--- src/rtl/accum_ctrl.sv ---
// Accumulate controller around an external 5-bit add/sub stage: folds a stream
// of signed operands into a running sum and presents one result per frame.
module accum_ctrl #(
  parameter int MAX_LEN = 8,
  parameter bit SAT     = 1'b0
) (
  input  logic       clk,
  input  logic       rst,
  input  logic       in_valid,
  output logic       in_ready,
  input  logic [4:0] in_data,
  input  logic       in_op,
  input  logic       in_last,
  output logic [4:0] add_a,
  output logic [4:0] add_b,
  output logic       add_sub,
  input  logic [4:0] add_s,
  input  logic       add_cout,
  input  logic       add_ov,
  output logic       out_valid,
  input  logic       out_ready,
  output logic [4:0] out_sum,
  output logic       out_ov,
  output logic [3:0] out_cnt,
  output logic       out_trunc
);

  localparam logic [0:0] ACC  = 1'b0;
  localparam logic [0:0] HOLD = 1'b1;
  localparam logic [3:0] MAX_CNT = 4'(MAX_LEN);

  logic [0:0] state;
  logic [4:0] acc;
  logic [3:0] cnt;
  logic       ov;
  logic       trunc;

  logic       accept;
  logic [3:0] cnt_nxt;
  logic [4:0] acc_nxt;

  // Carry out is reserved on the adder interface and has no internal use.
  logic unused_cout;
  assign unused_cout = add_cout;

  // The adder sees the live operand; only its result is ever registered.
  assign add_a   = acc;
  assign add_b   = in_data;
  assign add_sub = in_op;

  assign in_ready  = (state == ACC);
  assign out_valid = (state == HOLD);
  assign out_sum   = acc;
  assign out_ov    = ov;
  assign out_cnt   = cnt;
  assign out_trunc = trunc;

  assign accept  = in_valid && in_ready;
  assign cnt_nxt = cnt + 4'd1;

  // Saturation direction comes from the accumulator sign before the update.
  always_comb begin
    acc_nxt = add_s;
    if (SAT && add_ov) begin
      acc_nxt = acc[4] ? 5'b10000 : 5'b01111;
    end
  end

  // NOTE: sequential state uses non-blocking assignments so every register
  // samples the pre-edge values of its neighbours.
  always_ff @(posedge clk or posedge rst) begin
    if (rst) begin
      state <= ACC;
      acc   <= 5'd0;
      cnt   <= 4'd0;
      ov    <= 1'b0;
      trunc <= 1'b0;
    end else begin
      case (state)
        ACC: begin
          if (accept) begin
            acc <= acc_nxt;
            cnt <= cnt_nxt;
            ov  <= ov | add_ov;
            if (in_last) begin
              state <= HOLD;
              trunc <= 1'b0;
            end else if (cnt_nxt == MAX_CNT) begin
              state <= HOLD;
              trunc <= 1'b1;
            end
          end
        end
        default: begin
          if (out_ready) begin
            state <= ACC;
            acc   <= 5'd0;
            cnt   <= 4'd0;
            ov    <= 1'b0;
            trunc <= 1'b0;
          end
        end
      endcase
    end
  end

endmodule

--- config.mk ---
export PLATFORM = sky130hd
export DESIGN_NAME = accum_ctrl
export DESIGN_NICKNAME = d
export VERILOG_FILES = /design/src/rtl/accum_ctrl.sv
export SDC_FILE = /design/constraint.sdc
export NUM_CORES = 1
export LEC_CHECK = 0
export CAP_MARGIN = 20
export CORE_ASPECT_RATIO = 1.2
export CORE_MARGIN = 4
export CORE_UTILIZATION = 40
export CTS_BUF_LIST = sky130_fd_sc_hd__clkbuf_8
export DETAILED_ROUTE_END_ITERATION = 7
export PLACE_DENSITY = 0.86
export REMOVE_ABC_BUFFERS = 1
export SLEW_MARGIN = 20
export SYNTH_ARGS = -nofsm -noshare
export SYNTH_HDL_FRONTEND = slang
export SYNTH_SLANG_ARGS = --single-unit
--- constraint.sdc ---
create_clock -name clk -period 2.1 [get_ports clk]
set_clock_uncertainty 0.15 [all_clocks]
set_input_delay 0.42 -clock clk [delete_from_list [all_inputs] [get_ports clk]]
set_output_delay 0.42 -clock clk [all_outputs]
set_load 0.005 [all_outputs]
==> results of run 1 <==
cell type report:
class / count / share of cell area
clock buffer: 3 / 0.04533
inverter: 3 / 0.01236
timing repair buffer: 28 / 0.3077
tap: 18 / 0.02473
sequential: 12 / 0.3310
multi-input combinational: 34 / 0.2788
synth_stat cells:
cell type | instances | area [um^2]
a21boi_0 | 1 | 7.510
a21oi_1 | 2 | 10.01
a21oi_2 | 1 | 8.760
a221o_1 | 1 | 10.01
a22o_2 | 5 | 50.05
and3b_2 | 1 | 10.01
buf_4 | 11 | 82.58
buf_6 | 3 | 33.78
dfrtp_1 | 12 | 300.3
ha_1 | 1 | 12.51
inv_1 | 3 | 11.26
mux2_2 | 1 | 11.26
mux2i_1 | 1 | 10.01
nand2_1 | 4 | 15.01
nand4_1 | 1 | 6.260
nor2_1 | 3 | 11.26
nor2b_2 | 1 | 8.760
nor2b_4 | 1 | 13.76
nor3_1 | 1 | 5.000
o211ai_1 | 1 | 7.510
o21ai_0 | 2 | 10.01
o21bai_1 | 1 | 7.510
o22ai_1 | 2 | 12.51
or2b_2 | 1 | 8.760
xor2_1 | 2 | 17.52
registers in the layout, indices dropped and copies added (netlist names):
name and cells:
add_a 5, out_cnt 4, out_ov 1, out_trunc 1, out_valid 1
metal layers:
metal,part of all wire,up-vias,track usage
li1,-,239,-
met2,0.46,35,0.2209
met5,0,-,0
met1,0.40,247,0.1755
met3,0.11,4,0.06803
met4,0.024,0,0.09953
worst max path at each step:
stage                         start    endpoint  cells past startpoint
after floorplan           out_valid  out_cnt[0]                      3
after global placement    out_ready  out_cnt[0]                      4
after detailed placement  out_ready  out_cnt[0]                      4
after CTS                 out_valid   out_valid                      1
after global routing      out_valid   out_valid                      1
final                     out_valid    in_ready                      2
stage by stage:
| stage | hold WS [ps] | area [um^2] |
|---|---|---|
| after floorplan | 134.7 | 565.5 |
| after global placement | 362.4 | 868.3 |
| after detailed placement | 365.9 | 868.3 |
| after CTS | 351.7 | 909.6 |
| after global routing | 380.6 | 910.9 |
| final | 333.6 | 910.9 |
kinds of logic after synthesis:
| group | count (synthesis) | share of synthesized area |
|---|---|---|
| multiplexers | 2 | 0.03119 |
| AO/OA/AOI/OAI | 16 | 0.1817 |
| adder cells (fa/ha/maj) | 1 | 0.01835 |
| flip-flops | 12 | 0.4404 |
| XOR/XNOR | 2 | 0.02569 |
| buffers and inverters | 17 | 0.1872 |
| AND/OR/NAND/NOR | 13 | 0.1156 |
worst register-to-register path, cell delays in order, from the launching register on:
cell and delay, ps:
dfrtp_2 500, nor2b_2 220, o21bai_1 250, mux2_2 310
power groups by stage:
stage | clock network [mW] | registers (mW) | logic (mW)
finish | 0.207 | 0.347 | 0.274
CTS | 0.215 | 0.349 | 0.280
detailed placement | 0 | 0.351 | 0.279
global route | 0.224 | 0.362 | 0.307
floorplan | 0 | 0.347 | 0.105
global placement | 0 | 0.347 | 0.274
==> results.tsv, run 1 <==
stage	metric	value	unit
pwr	pwr-share-seq	0.419	
run	drv_cap	0	
timing	worst_pin_slew	449.1	ps
timing	slew_headroom	0.7000	
setup_path	reg2reg_to	out_cnt[0]	
clocking	cts_max_path_buffers	2	
floorplan	initial_utilization	0.4205	
placement	preCtsSetupSlack	187.8	ps
placement	port-buffer-count	28	
setup_path	end_kind	output pin	
synth	ys_ff_latch	12	
finish	drive_gt1_frac	0.1875	
timing	fin_ws	221.7	ps
finish	final_cell_mix	28 x clkdlybuf4s50_1, 11 x dfrtp_1, 5 x a22o_2	
synth	synth.distinct_cells	25	
synth	synth_cells	63	
floorplan	fp.coreArea	1622	um^2
global_route	grt_overflow	0	
synth	yosysWarnings	0	
placement	place_hpwl	1042	um
floorplan	rows	16	
drt	postRouteAntennaNets	0	
setup_path	cp.required	1530	ps
setup_path	r2r_slack	560	ps
setup_path	r2r_start	out_valid	
floorplan	dieArea	2432	um^2
pwr	comb_power_share	0.331	
pwr	irDropWorstVdd	0.4818	mV
drt	drc	0	
setup_path	cpPeakStageDelay	500	ps
finish	regArea	301.5	um^2
pwr	p_int	595.3	uW
timing	period_share	0.8944	
clocking	root_buffer	clkbuf_8	
clocking	post_cts_resized	0	
drt	wirelength	1422	um
pwr	p_leak	0.3852	nW
clocking	cts_made_buffers	3	
placement	placed_cells	95	
pwr	power.density	909.6	nW/um^2
synth	synth_area_per_cell	10.82	um^2
timing	finalCriticalPeriod	1878	ps
finish	diodes	0	
finish	fillers	155	
timing	grt_setup_unrepaired	no	
setup_path	crit_arrival	1310	ps
status	outcome	complete, no violations	
setup_path	rr_worst_depth	3	
setup_path	path_class	reg -> out	
drt	vias	525	
global_route	grt_pass1_vias	579	
finish	multi_input_area	254.0	um^2
drt	drt_iter0_drc	5	
clocking	cts_tree	built	
clocking	cts_setup_buffers	0	
global_route	grt_pass1_wl	2594	um
drt	via_per_inst	5.357	
setup_path	cp-start-kind	register	
finish	postLayoutCoreUtil	0.5617	
setup_path	cpMaxStageDelayCell	dfrtp_2	
clocking	clkTransAtPathRegs	50	ps
pwr	power_switching	233.2	uW
floorplan	die_width	45.69	um
timing	max_freq	0.5324	GHz
pwr	power_switching_share	0.2815	
synth	synth_area	681.9	um^2
timing	fin_setup_tns	0	ps
floorplan	chipHeight	53.23	um
placement	routabilityCongestion	0.7132	
hold_path	hold_path_class	in -> async	
timing	slew_viol_final	0	
pwr	pwr-share-clk	0.250	
drt	drtPass1Iterations	2	
synth	synth.yosys.seq_area_share	0.4404	
global_route	antenna_found_initial	0	
clocking	h-tree-depth	1	
timing	setup_viol	0	
finish	layout.cells.non_filler	98	
timing	hold_viol_final	0	
finish	final_common_cell	clkdlybuf4s50_1	
setup_path	critical_path_peak_fanout	13	
clocking	cts_hold_buf	0	
global_route	grt_max_degree	14	
finish	fin_nets	101	
pwr	total_power	828.5	uW
setup_path	critPathTopFamily	buffers and inverters	
finish	syn_to_final_growth	33.58	%
setup_path	path_cells	inv_1 > clkdlybuf4s50_1	
drt	routedWlPerCell	14.51	um
floorplan	ios	42	
clocking	worst_skew_pair.late_latency	240	ps
setup_path	critPathBufInv	2	
clocking	clkSinkCount	12	
global_route	grt_usage	0.1518	
Note: power is estimated with default switching activity, not from simulation.
==> inputs of run 2 (changes only) <==
CORE_UTILIZATION = 37   (was 40)
PLACE_DENSITY = 0.8   (was 0.86)
clock period = 1.8 ns   (was 2.1 ns; I/O delays follow)
==> run 2 against run 1 <==
  * Sequential share of layout area down 1.8 points
  * Die area up 6.8%
  * Final cell count up 5.1%
  * Final area up 5.4%
  * Routed wire length up 6.6%
  * Combinational power up 28%
  * Sequential power up 16%
  * Critical path depth unchanged
  * Sequential cell count unchanged
  * Clock-buffer cell count unchanged
  * Largest cell class is now non-clock buffers
==> results.tsv, run 2 (same netlist as run 1, synthesis figures left out) <==
stage	metric	value	unit
status	outcome	complete, no violations	
setup_path	cpPeakStageDelay	500	ps
floorplan	rows	16	
timing	grt_setup_unrepaired	no	
timing	fin_ws	61.94	ps
setup_path	cp-start-kind	register	
floorplan	dieArea	2597	um^2
pwr	total_power	993.6	uW
global_route	grt_overflow	0	
clocking	cts_tree	built	
floorplan	fp.coreArea	1682	um^2
placement	placed_cells	100	
timing	hold_viol_final	0	
clocking	post_cts_resized	0	
timing	finalCriticalPeriod	1738	ps
global_route	grt_pass1_wl	2553	um
drt	drt_iter0_drc	9	
global_route	grt_usage	0.1402	
clocking	clkTransAtPathRegs	50	ps
finish	layout.cells.non_filler	103	
finish	finalInstanceArea	959.7	um^2
clocking	h-tree-depth	1	
pwr	irDropWorstVdd	0.4918	mV
setup_path	cp.required	1290	ps
placement	preCtsSetupSlack	25.25	ps
drt	vias	538	
drt	routedWlPerCell	14.72	um
finish	diodes	0	
run	drv_cap	0	
global_route	grt_max_degree	13	
placement	routabilityCongestion	0.6931	
finish	syn_to_final_growth	40.73	%
clocking	cts_hold_buf	0	
global_route	grt_pass1_vias	604	
clocking	cts_setup_buffers	0	
clocking	cts_made_buffers	3	
drt	postRouteAntennaNets	0	
placement	placed_area	918.4	um^2
timing	setup_viol	0	
finish	largest_reg_flops	5	
setup_path	end_kind	output pin	
floorplan	ios	42	
setup_path	critPathBufInv	2	
drt	drtPass1Iterations	3	
finish	final_common_cell	clkdlybuf4s50_1	
finish	drive_gt1_frac	0.2235	
setup_path	critical_path_peak_fanout	5	
setup_path	path_cells	inv_1 > clkdlybuf4s50_1	
timing	fin_setup_tns	0	ps
pwr	power.density	1035	nW/um^2
clocking	root_buffer	clkbuf_8	
timing	worst_pin_slew	458.4	ps
finish	fin_nets	106	
drt	drc	0	
clocking	cts_max_path_buffers	2	
clocking	worst_skew_pair.late_latency	240	ps
setup_path	cpMaxStageDelayCell	clkdlybuf4s50_1	
timing	max_freq	0.5754	GHz
setup_path	path_class	reg -> out	
hold_path	hold_path_class	in -> async	
timing	period_share	0.9656	
floorplan	chipHeight	55.03	um
placement	place_hpwl	1161	um
global_route	antenna_found_initial	0	
drt	via_per_inst	5.223	
finish	final_cell_mix	28 x clkdlybuf4s50_1, 12 x dfrtp_1, 5 x a22o_2	
timing	slew_headroom	0.6938	
clocking	clkSinkCount	12	
floorplan	die_width	47.19	um
placement	port-buffer-count	28	
setup_path	crit_arrival	1230	ps
floorplan	initial_utilization	0.4055	
drt	wirelength	1516	um
setup_path	critPathTopFamily	buffers and inverters	
pwr	p_leak	0.4156	nW
timing	slew_viol_final	0	
[run 2: worst register-to-register path, stage by stage (launching register included)]
cell	delay (ps)
dfrtp_1	420
buf_4	190
o21bai_1	400
mux2_2	240
[run 2: final cells by class]
class / count / area [um^2]
Timing Repair Buffer: 33 / 330.3
Multi-Input combinational cell: 34 / 254.0
Fill cell: 157 / 721.9
Inverter: 3 / 11.26
Clock buffer: 3 / 41.29
Sequential cell: 12 / 300.3
Tap cell: 18 / 22.52
[run 2: stage by stage]
stage	util	hold slack (ps)
CTS	0.5707	295.1
floorplan	-	74.70
finish	0.5707	276.3
global placement	0.5461	363.0
detailed placement	0.5461	353.4
global route	0.5707	341.7
[run 2: power by group]
group          switching (mW)  internal (mW)  leakage, nW
registers              0.0732          0.328        0.151
clock network          0.0951          0.147       0.0216
logic                   0.116          0.234        0.243
[run 2: routing by layer]
layer	track usage	share of wire	vias up
met5	0	0	-
met4	0.05530	0.016	0
met3	0.05502	0.081	3
met2	0.2421	0.52	32
met1	0.1508	0.38	250
li1	-	-	253
[run 2: path summary, 6_finish.rpt]
path                       depth (start not counted)  startpoint  slack (ps)         end
max                                                2   out_valid          60    in_ready
min in group clk                                   1    add_a[4]         380    add_a[4]
min reg2reg                                        1    add_a[4]         380    add_a[4]
min                                                2         rst         280   out_trunc
max reg2reg                                        3   out_valid         340  out_cnt[0]
max in group asynchronous                          2         rst         910  out_cnt[1]
==> inputs of run 3 (changes only) <==
CORE_MARGIN = 8   (was 4)
CTS_BUF_LIST = sky130_fd_sc_hd__clkbuf_4   (was sky130_fd_sc_hd__clkbuf_8)
==> run 3 against run 2 <==
  * Final cell count rose by 2.9%
  * Routed wire length increased by 3.4%
  * Total power fell by 7.4%
  * Critical endpoint unchanged
==> results.tsv, run 3 (same netlist as run 1, synthesis figures left out) <==
stage	metric	value	unit
drt	drt_iter0_drc	6	
pwr	p_leak	0.4069	nW
setup_path	cp.required	1290	ps
finish	largest_reg_flops	5	
global_route	grt_pass1_vias	608	
finish	diodes	0	
drt	wirelength	1568	um
global_route	grt_usage	0.09666	
run	drv_cap	0	
clocking	h-tree-depth	1	
floorplan	dieArea	3478	um^2
drt	routedWlPerCell	14.79	um
global_route	grt_max_degree	13	
global_route	grt_overflow	0	
setup_path	r2r_slack	230	ps
setup_path	cpMaxStageDelayCell	clkdlybuf4s50_1	
timing	fin_setup_tns	0	ps
floorplan	chipHeight	63.03	um
timing	setup_viol	0	
drt	drtPass1Iterations	4	
clocking	cts_tree	built	
drt	drc	0	
placement	port-buffer-count	28	
placement	placed_cells	100	
global_route	antenna_found_initial	0	
floorplan	initial_utilization	0.3817	
setup_path	critical_path_peak_fanout	4	
clocking	root_buffer	clkbuf_4	
finish	final_cell_mix	28 x clkdlybuf4s50_1, 9 x dfrtp_1, 6 x buf_4	
drt	vias	546	
setup_path	cpPeakStageDelay	490	ps
clocking	worst_skew_pair.late_latency	270	ps
timing	hold_viol_final	0	
finish	drive_gt1_frac	0.2644	
drt	via_per_inst	5.151	
setup_path	crit_arrival	1230	ps
setup_path	r2r_start	out_valid	
floorplan	die_width	55.19	um
drt	postRouteAntennaNets	0	
setup_path	critPathBufInv	2	
placement	place_hpwl	1191	um
timing	worst_pin_slew	463.2	ps
clocking	clkSinkCount	12	
timing	finalCriticalPeriod	1745	ps
timing	slew_viol_final	0	
timing	fin_ws	55.50	ps
finish	syn_to_final_growth	38.53	%
timing	hold_ws	247.9	ps
pwr	power.density	973.5	nW/um^2
hold_path	hold_path_class	in -> async	
setup_path	path_class	reg -> out	
timing	period_share	0.9692	
placement	routabilityCongestion	0.7629	
floorplan	fp.coreArea	1787	um^2
timing	slew_headroom	0.6909	
finish	layout.cells.non_filler	106	
floorplan	ios	42	
setup_path	path_cells	inv_1 > clkdlybuf4s50_1	
setup_path	rr_worst_depth	4	
timing	grt_setup_unrepaired	no	
setup_path	reg2reg_to	out_cnt[0]	
setup_path	cp-start-kind	register	
finish	final_common_cell	clkdlybuf4s50_1	
global_route	grt_pass1_wl	2566	um
placement	preCtsSetupSlack	26.62	ps
clocking	cts_max_path_buffers	2	
clocking	cts_made_buffers	3	
timing	max_freq	0.5732	GHz
setup_path	critPathTopFamily	buffers and inverters	
setup_path	end_kind	output pin	
floorplan	rows	17	
status	outcome	complete, no violations	
finish	fin_nets	107	
pwr	irDropWorstVdd	0.4643	mV
clocking	clkTransAtPathRegs	80	ps
## run 3: final cells by class
cell class	count	area [um^2]
fillers	171	842.1
clock inverters	1	3.754
multi-input cells	34	254.0
repair buffers	34	325.3
flip-flops and latches	12	304.0
clock buffers	3	22.52
well taps	19	23.77
inverters	3	11.26
## run 3: worst register-to-register path, cell delays in order, from the launching register on
cell and delay [ps]:
dfrtp_2 430, buf_4 160, buf_4 150, o21bai_1 390, mux2_2 240
## run 3: where the power goes
part           internal [mW]  switching, mW  leakage (nW)
registers              0.331         0.0705         0.148
logic                  0.233          0.119         0.244
clock network         0.0802         0.0864        0.0154
## run 3: worst max path at each step
stage	startpoint	endpoint	slack [ps]	depth (start not counted)
final	out_valid	in_ready	60	2
after global placement	out_ready	out_cnt[0]	30	4
after detailed placement	out_ready	out_cnt[0]	30	4
after CTS	out_cnt[1]	out_cnt[1]	30	1
after global routing	out_cnt[2]	out_cnt[2]	0.4	1
after floorplan	out_valid	out_cnt[0]	330	3
## run 3: per-layer routing
| metal | GRT usage | share of wire |
|---|---|---|
| met5 | 0 | 0 |
| met3 | 0.05714 | 0.094 |
| met1 | 0.1128 | 0.44 |
| met4 | 0.03012 | 0.0064 |
| met2 | 0.1419 | 0.46 |
## run 3: metrics by stage
| stage | util | instance area, um^2 | total power [mW] |
|---|---|---|---|
| 4_1_cts | 0.5273 | 942.2 | 0.9270 |
| 2_1_floorplan | - | 565.5 | 0.5275 |
| 3_5_place_dp | 0.5035 | 899.6 | 0.7488 |
| 3_3_place_gp | 0.5035 | 899.6 | 0.7392 |
| 6_report | 0.5287 | 944.7 | 0.9196 |
| 5_1_grt | 0.5287 | 944.7 | 0.9969 |
## run 3: repair_timing
action | 4_1_cts | 5_1_grt
buffers inserted | 2 | 0
hold buffers | 0 | 0
gates resized for setup | 1 | 2
endpoints found under the setup margin | 2 | 2
